**src/rtl/sdram_pkg.sv**
```systemverilog
// Shared types for the SDRAM port arbiter: slot contents, widths and FSM states.
package sdram_pkg;

  localparam int unsigned ADDR_W = 22;
  localparam int unsigned DATA_W = 16;

  typedef struct packed {
    logic              we;
    logic [1:0]        wm;
    logic [ADDR_W-1:0] address;
    logic [DATA_W-1:0] data_write;
  } sdram_slot_t;

  typedef enum logic [1:0] {
    StIdle,
    StBusy,
    StRefresh
  } arb_state_e;

  localparam logic [1:0] OwedMax = 2'd3;

endpackage

```
**src/rtl/sdram_arbiter_rr_picker.sv**
```systemverilog
// Combinational round-robin picker: one-hot grant of the first requester after last_i.
module rr_picker #(
  parameter int unsigned Width = 3,
  parameter int unsigned IdxW  = (Width > 1) ? $clog2(Width) : 1
) (
  input  logic [Width-1:0] req_i,
  input  logic [IdxW-1:0]  last_i,
  output logic [Width-1:0] gnt_o,
  output logic             any_o
);

  always_comb begin
    int unsigned idx;
    logic        found;
    gnt_o = '0;
    found = 1'b0;
    idx   = 0;
    for (int unsigned off = 1; off <= Width; off++) begin
      idx = (32'(last_i) + off) % Width;
      if (!found && req_i[idx]) begin
        gnt_o[idx] = 1'b1;
        found      = 1'b1;
      end
    end
  end

  assign any_o = |req_i;

endmodule

```
**src/rtl/sdram_arbiter.sv**
```systemverilog
// Shares one SDRAM controller port between pulse requesters and schedules auto-refresh.
module sdram_arbiter
  import sdram_pkg::*;
#(
  parameter int unsigned NUM_PORTS        = 2,
  parameter int unsigned ADDR_W           = sdram_pkg::ADDR_W,
  parameter int unsigned REFRESH_INTERVAL = 780,
  parameter int unsigned REFRESH_URGENT   = 2
) (
  input  logic                        clk,
  input  logic                        reset_n,
  input  logic [NUM_PORTS-1:0]        p_req,
  input  logic [NUM_PORTS-1:0]        p_we,
  input  logic [2*NUM_PORTS-1:0]      p_wm,
  input  logic [ADDR_W*NUM_PORTS-1:0] p_address,
  input  logic [DATA_W*NUM_PORTS-1:0] p_data_write,
  input  logic [NUM_PORTS-1:0]        p_refresh_hint,
  output logic [NUM_PORTS-1:0]        p_ack,
  output logic [DATA_W-1:0]           p_data_read,
  output logic [NUM_PORTS-1:0]        p_overflow,
  output logic                        mem_req,
  output logic                        mem_refresh,
  output logic                        mem_we,
  output logic [1:0]                  mem_wm,
  output logic [ADDR_W-1:0]           mem_address,
  output logic [DATA_W-1:0]           mem_data_write,
  input  logic                        mem_ack,
  input  logic [DATA_W-1:0]           mem_data_read
);

  localparam int unsigned RrW      = (NUM_PORTS > 1) ? NUM_PORTS - 1 : 1;
  localparam int unsigned RrIdxW   = (RrW > 1) ? $clog2(RrW) : 1;
  localparam int unsigned PortIdxW = (NUM_PORTS > 1) ? $clog2(NUM_PORTS) : 1;
  localparam int unsigned CntW     = (REFRESH_INTERVAL > 1) ? $clog2(REFRESH_INTERVAL) : 1;

  arb_state_e           state_q, state_d;
  sdram_slot_t          slot_q [NUM_PORTS];
  logic [NUM_PORTS-1:0] pending_q, pending_d;
  logic [NUM_PORTS-1:0] overflow_q, overflow_d;
  logic [CntW-1:0]      refresh_cnt_q, refresh_cnt_d;
  logic [1:0]           owed_q, owed_d;
  logic                 hint_q, hint_d;
  logic [PortIdxW-1:0]  gnt_q, gnt_d;
  logic [RrIdxW-1:0]    last_rr_q, last_rr_d;

  logic                 mem_req_q, mem_refresh_q, mem_we_q;
  logic [1:0]           mem_wm_q;
  logic [ADDR_W-1:0]    mem_address_q;
  logic [DATA_W-1:0]    mem_data_write_q, p_data_read_q;
  logic [NUM_PORTS-1:0] p_ack_q;

  logic                 wrap, urgent, ack_done, ref_done;
  logic                 issue_req, issue_ref;
  logic [PortIdxW-1:0]  issue_port;
  logic [RrW-1:0]       rr_gnt;
  logic                 rr_any;
  logic [RrIdxW-1:0]    rr_idx;

  assign wrap     = refresh_cnt_q == CntW'(REFRESH_INTERVAL - 1);
  assign urgent   = 32'(owed_q) >= REFRESH_URGENT;
  assign ack_done = (state_q == StBusy) && mem_ack;
  assign ref_done = (state_q == StRefresh) && mem_ack;

  rr_picker #(
    .Width (RrW),
    .IdxW  (RrIdxW)
  ) u_rr_picker (
    .req_i  (pending_q[NUM_PORTS-1:NUM_PORTS-RrW]),
    .last_i (last_rr_q),
    .gnt_o  (rr_gnt),
    .any_o  (rr_any)
  );

  always_comb begin
    rr_idx = '0;
    for (int unsigned k = 0; k < RrW; k++) begin
      if (rr_gnt[k]) rr_idx = RrIdxW'(k);
    end
  end

  always_comb begin
    state_d    = state_q;
    gnt_d      = gnt_q;
    last_rr_d  = last_rr_q;
    issue_req  = 1'b0;
    issue_ref  = 1'b0;
    issue_port = '0;
    case (state_q)
      StIdle: begin
        if (urgent) begin
          issue_ref = 1'b1;
        end else if (pending_q[0]) begin
          issue_req = 1'b1;
        end else if (owed_q != 2'd0) begin
          issue_ref = 1'b1;
        end else if (rr_any && NUM_PORTS > 1) begin
          issue_req  = 1'b1;
          issue_port = PortIdxW'(32'(rr_idx) + 1);
          last_rr_d  = rr_idx;
        end else if (hint_q) begin
          issue_ref = 1'b1;
        end
        if (issue_req) begin
          state_d = StBusy;
          gnt_d   = issue_port;
        end else if (issue_ref) begin
          state_d = StRefresh;
        end
      end
      StBusy:    if (mem_ack) state_d = StIdle;
      StRefresh: if (mem_ack) state_d = StIdle;
      default:   state_d = StIdle;
    endcase
  end

  // Clear on completion first so a same-edge re-request is a fresh capture, not an overflow.
  always_comb begin
    pending_d  = pending_q;
    overflow_d = overflow_q;
    if (ack_done) pending_d[gnt_q] = 1'b0;
    for (int unsigned i = 0; i < NUM_PORTS; i++) begin
      if (p_req[i]) begin
        if (pending_d[i]) overflow_d[i] = 1'b1;
        pending_d[i] = 1'b1;
      end
    end
  end

  always_comb begin
    refresh_cnt_d = wrap ? '0 : refresh_cnt_q + 1'b1;
    owed_d        = owed_q;
    if (ref_done && owed_d != 2'd0) owed_d = owed_d - 2'd1;
    if (wrap && owed_d != OwedMax)  owed_d = owed_d + 2'd1;
    hint_d = hint_q;
    if (ref_done)         hint_d = 1'b0;
    if (|p_refresh_hint)  hint_d = 1'b1;
  end

  always_ff @(posedge clk or negedge reset_n) begin
    if (!reset_n) begin
      state_q          <= StIdle;
      pending_q        <= '0;
      overflow_q       <= '0;
      refresh_cnt_q    <= '0;
      owed_q           <= '0;
      hint_q           <= 1'b0;
      gnt_q            <= '0;
      last_rr_q        <= RrIdxW'(RrW - 1);
      mem_req_q        <= 1'b0;
      mem_refresh_q    <= 1'b0;
      mem_we_q         <= 1'b0;
      mem_wm_q         <= '0;
      mem_address_q    <= '0;
      mem_data_write_q <= '0;
      p_data_read_q    <= '0;
      p_ack_q          <= '0;
      for (int unsigned i = 0; i < NUM_PORTS; i++) slot_q[i] <= '0;
    end else begin
      state_q       <= state_d;
      pending_q     <= pending_d;
      overflow_q    <= overflow_d;
      refresh_cnt_q <= refresh_cnt_d;
      owed_q        <= owed_d;
      hint_q        <= hint_d;
      gnt_q         <= gnt_d;
      last_rr_q     <= last_rr_d;
      mem_req_q     <= issue_req;
      mem_refresh_q <= issue_ref;
      for (int unsigned i = 0; i < NUM_PORTS; i++) begin
        if (p_req[i]) begin
          slot_q[i] <= '{we:         p_we[i],
                         wm:         p_wm[2*i +: 2],
                         address:    p_address[ADDR_W*i +: ADDR_W],
                         data_write: p_data_write[DATA_W*i +: DATA_W]};
        end
      end
      // The in-flight copy lets the slot be re-captured while its access is outstanding.
      if (issue_req) begin
        mem_we_q         <= slot_q[issue_port].we;
        mem_wm_q         <= slot_q[issue_port].wm;
        mem_address_q    <= slot_q[issue_port].address;
        mem_data_write_q <= slot_q[issue_port].data_write;
      end
      p_ack_q <= '0;
      if (ack_done) begin
        p_ack_q[gnt_q] <= 1'b1;
        if (!mem_we_q) p_data_read_q <= mem_data_read;
      end
    end
  end

  assign p_ack          = p_ack_q;
  assign p_data_read    = p_data_read_q;
  assign p_overflow     = overflow_q;
  assign mem_req        = mem_req_q;
  assign mem_refresh    = mem_refresh_q;
  assign mem_we         = mem_we_q;
  assign mem_wm         = mem_wm_q;
  assign mem_address    = mem_address_q;
  assign mem_data_write = mem_data_write_q;

endmodule

```
**config.mk**
```make
export PLATFORM = sky130hd
export DESIGN_NAME = sdram_arbiter
export DESIGN_NICKNAME = d
export VERILOG_FILES = /design/src/rtl/sdram_pkg.sv /design/src/rtl/sdram_arbiter_rr_picker.sv /design/src/rtl/sdram_arbiter.sv
export SDC_FILE = /design/constraint.sdc
export NUM_CORES = 1
export LEC_CHECK = 0
export ABC_CLOCK_PERIOD_IN_PS = 3900
export BUFFER_PORTS_ARGS = -buffer_cell sky130_fd_sc_hd__buf_2
export CORE_MARGIN = 8
export CORE_UTILIZATION = 42
export CTS_BUF_LIST = sky130_fd_sc_hd__clkbuf_8
export DETAILED_ROUTE_END_ITERATION = 8
export PLACE_DENSITY_LB_ADDON = 0.12
export SYNTH_ARGS = -nofsm -noshare
export SYNTH_HDL_FRONTEND = slang
export SYNTH_HIERARCHICAL = 1
export SYNTH_SLANG_ARGS = --single-unit
```
**constraint.sdc**
```tcl
create_clock -name clk -period 3.9 [get_ports clk]
set_input_delay 0.195 -clock clk [delete_from_list [all_inputs] [get_ports clk]]
set_output_delay 0.195 -clock clk [all_outputs]
set_load 0.05 [all_outputs]
```
==> impl_metrics.ini <==
[status]
run_status = completed

[worst_hold_path]
hold_end = p_ack[0]
holdPathStages = 3
hp-start = mem_ack
hold_path.class = in -> reg

[grt]
grt_pass1_vias = 5509
antenna_found_initial = 1
grt_pass1_wl_mm = 28.2
grt_start_max_net_pins = 93
grt-ovfl-total = 0
grtUsageTotal_pct = 17.7

[clocking]
cts-root-buf = clkbuf_8
numCtsBuffers = 17
postCtsSetupRepairBufs = 0
clkTransAtPathRegs_ns = 0.08
clock_sinks = 163
cts_tree = done
htreeDepth = 4
clock_latency_ns = 0.44
cts_buffer_depth = 2

[sta]
worstMarginPinSlew_ns = 1.17
max_slew_margin_pct = 22.1
period_share_pct = 65.7
drv_slew = 0
setup_tns_ns = 0
min_period_ns = 2.56
rsz0062_at_grt = false
hold_viol_final = 0
finClkSkew_ns = 0.00787
max_freq_ghz = 0.391
setup_viol = 0

[floorplanning]
io_pins = 168
core_area_mm2 = 0.0153
dieArea_mm2 = 0.0200
fp.dieW_um = 141
start_util_pct = 43.2
die_y_um = 141
core.rowCount = 45

[place]
io_buffers = 167
placedInstanceArea_mm2 = 0.00762
globalplace.congestion = 0.814
dp_hpwl_mm = 10.7

[synthesis]
syn_avg_cell_area_um2 = 13.2
synth_fp_nets = 613
yosys_warnings = 6
synth_area_mm2 = 0.00659
synth_cells = 500

[setup_path]
cpPeakStageDelay_ns = 0.64
crit_type = reg -> reg
cp.required_ns = 4.18
cp_data_arrival_time_ns = 2.84
reg2reg_slack_ns = 1.34
cp-end-kind = flop
critPathLaunchType = flop
r2r-start = owed_q[1]
rr_endpoint = mem_address[13]
cp_top_family = simple AND/OR/NAND/NOR gates
crit_fanout = 41
slowest_stage = nand2_2
reg2regPathDepth = 6
cp.buffers_inverters = 1
crit_chain = ha_1 -> nor3b_2 -> buf_4 -> nand2_2 -> o22ai_1 -> a21oi_1
crit_cells = 6

[finish]
multi_input_area_mm2 = 0.00235
area_growth_pct = 36.0
fin_area_mm2 = 0.00896
ff_latch_area_mm2 = 0.00408
layout-drive-gt1-share_pct = 40.1
filler_cell_count = 1254
nets = 870

[drt]
drc = 0
routed_via_density = 5.14
drtIter0Drc = 291
wire_per_inst_um = 17.7
routed_wl_mm = 17.4
final_antenna_net_count = 0
first_pass_iters = 4
vias = 5046

[flow_run]
drv_cap = 0

[power_and_ir_drop]
p_per_area_mw_per_mm2 = 690
irDropWorstVdd_v = 0.000351
power.leakage_nw = 3.95
-- layout by cell type, fill, tap and decap left out, types with 2 or more instances in the layout --
cell,instances
dlygate4sd3_1,101
xnor2_1,6
mux2_2,98
nand2_2,2
xor2_1,3
nor2_1,6
nand3_1,7
buf_2,166
ha_1,8
nand2b_1,2
a21oi_1,46
clkinv_2,6
inv_1,11
buf_4,4
o22ai_1,82
nor4_1,2
a21o_1,2
clkinvlp_4,4
clkbuf_8,19
nand2_1,6
dfrtp_1,163
nor3_1,2
o21ai_0,4
-- how the worst max path moves through the flow --
stage	startpoint	endpoint	slack [ns]
after CTS	owed_q[1]	mem_address[13]	1.35
final	owed_q[1]	mem_address[13]	1.34
after global placement	owed_q[1]	mem_address[11]	1.46
after global routing	owed_q[1]	mem_data_write[15]	1.14
after floorplan	owed_q[1]	owed_q[1]	2.06
after detailed placement	owed_q[1]	mem_address[13]	1.37
-- sequential cells by signal, summed over array words and instances (netlist names) --
signal	count
state_q	2
slot_q	82
mem_data_write	16
mem_wm	2
refresh_cnt_q	10
p_ack	2
mem_refresh	1
p_data_read	16
mem_address	22
hint_q	1
p_overflow	2
mem_we	1
gnt_q	1
mem_req	1
pending_q	2
owed_q	2
-- stage by stage --
| step | worst slack [ns] | hold WS (ns) | cells | power (mW) | util, % |
|---|---|---|---|---|---|
| after floorplan | 2.06 | -0.101 | 500 | 4.35 | - |
| after global placement | 1.46 | 0.322 | 848 | 5.03 | 49.9 |
| after detailed placement | 1.37 | 0.332 | 848 | 5.10 | 49.9 |
| after CTS | 1.35 | 0.0526 | 981 | 6.24 | 58.7 |
| after global routing | 1.14 | 0.0662 | 982 | 6.52 | 58.8 |
| final | 1.34 | 0.0751 | 982 | 6.19 | 58.8 |
-- area by class of cell --
| cell class | count | share of cell area (%) |
|---|---|---|
| antenna | 1 | 0.0279 |
| clock buffer | 19 | 2.92 |
| clock inverter | 13 | 0.796 |
| inverter | 8 | 0.335 |
| multi-input combinational | 294 | 26.3 |
| sequential | 163 | 45.5 |
| tap | 211 | 2.94 |
| timing repair buffer | 273 | 21.2 |
-- worst register-to-register path, delay by kind of cell, from the launching register on --
family	cells	cell delay [ns]
simple gates	2	0.86
flops	1	0.46
compound gates	2	0.45
buf+inv	1	0.36
fa+ha+maj	1	0.27
-- per-layer routing --
layer  global-route usage, %  wire length [um]  up-vias
met1                    21.6              7470     2499
met3                    4.80               965       28
met5                       0                 0        -
met2                    29.1              8610      148
met4                    7.41               335        0
li1                        -                 -     2371
-- timing repair --
item | in CTS | in global routing
endpoints found under the hold margin | 190 | 0
hold buffers | 101 | 0
resized for setup | 0 | 0
-- where the power goes --
part | internal, mW | leakage [nW] | switching (mW)
clock network | 0.459 | 0.177 | 0.594
registers | 2.10 | 1.89 | 0.290
logic | 0.800 | 1.88 | 1.94
total | 3.36 | 3.95 | 2.82
(Power assumes the default switching activity.)
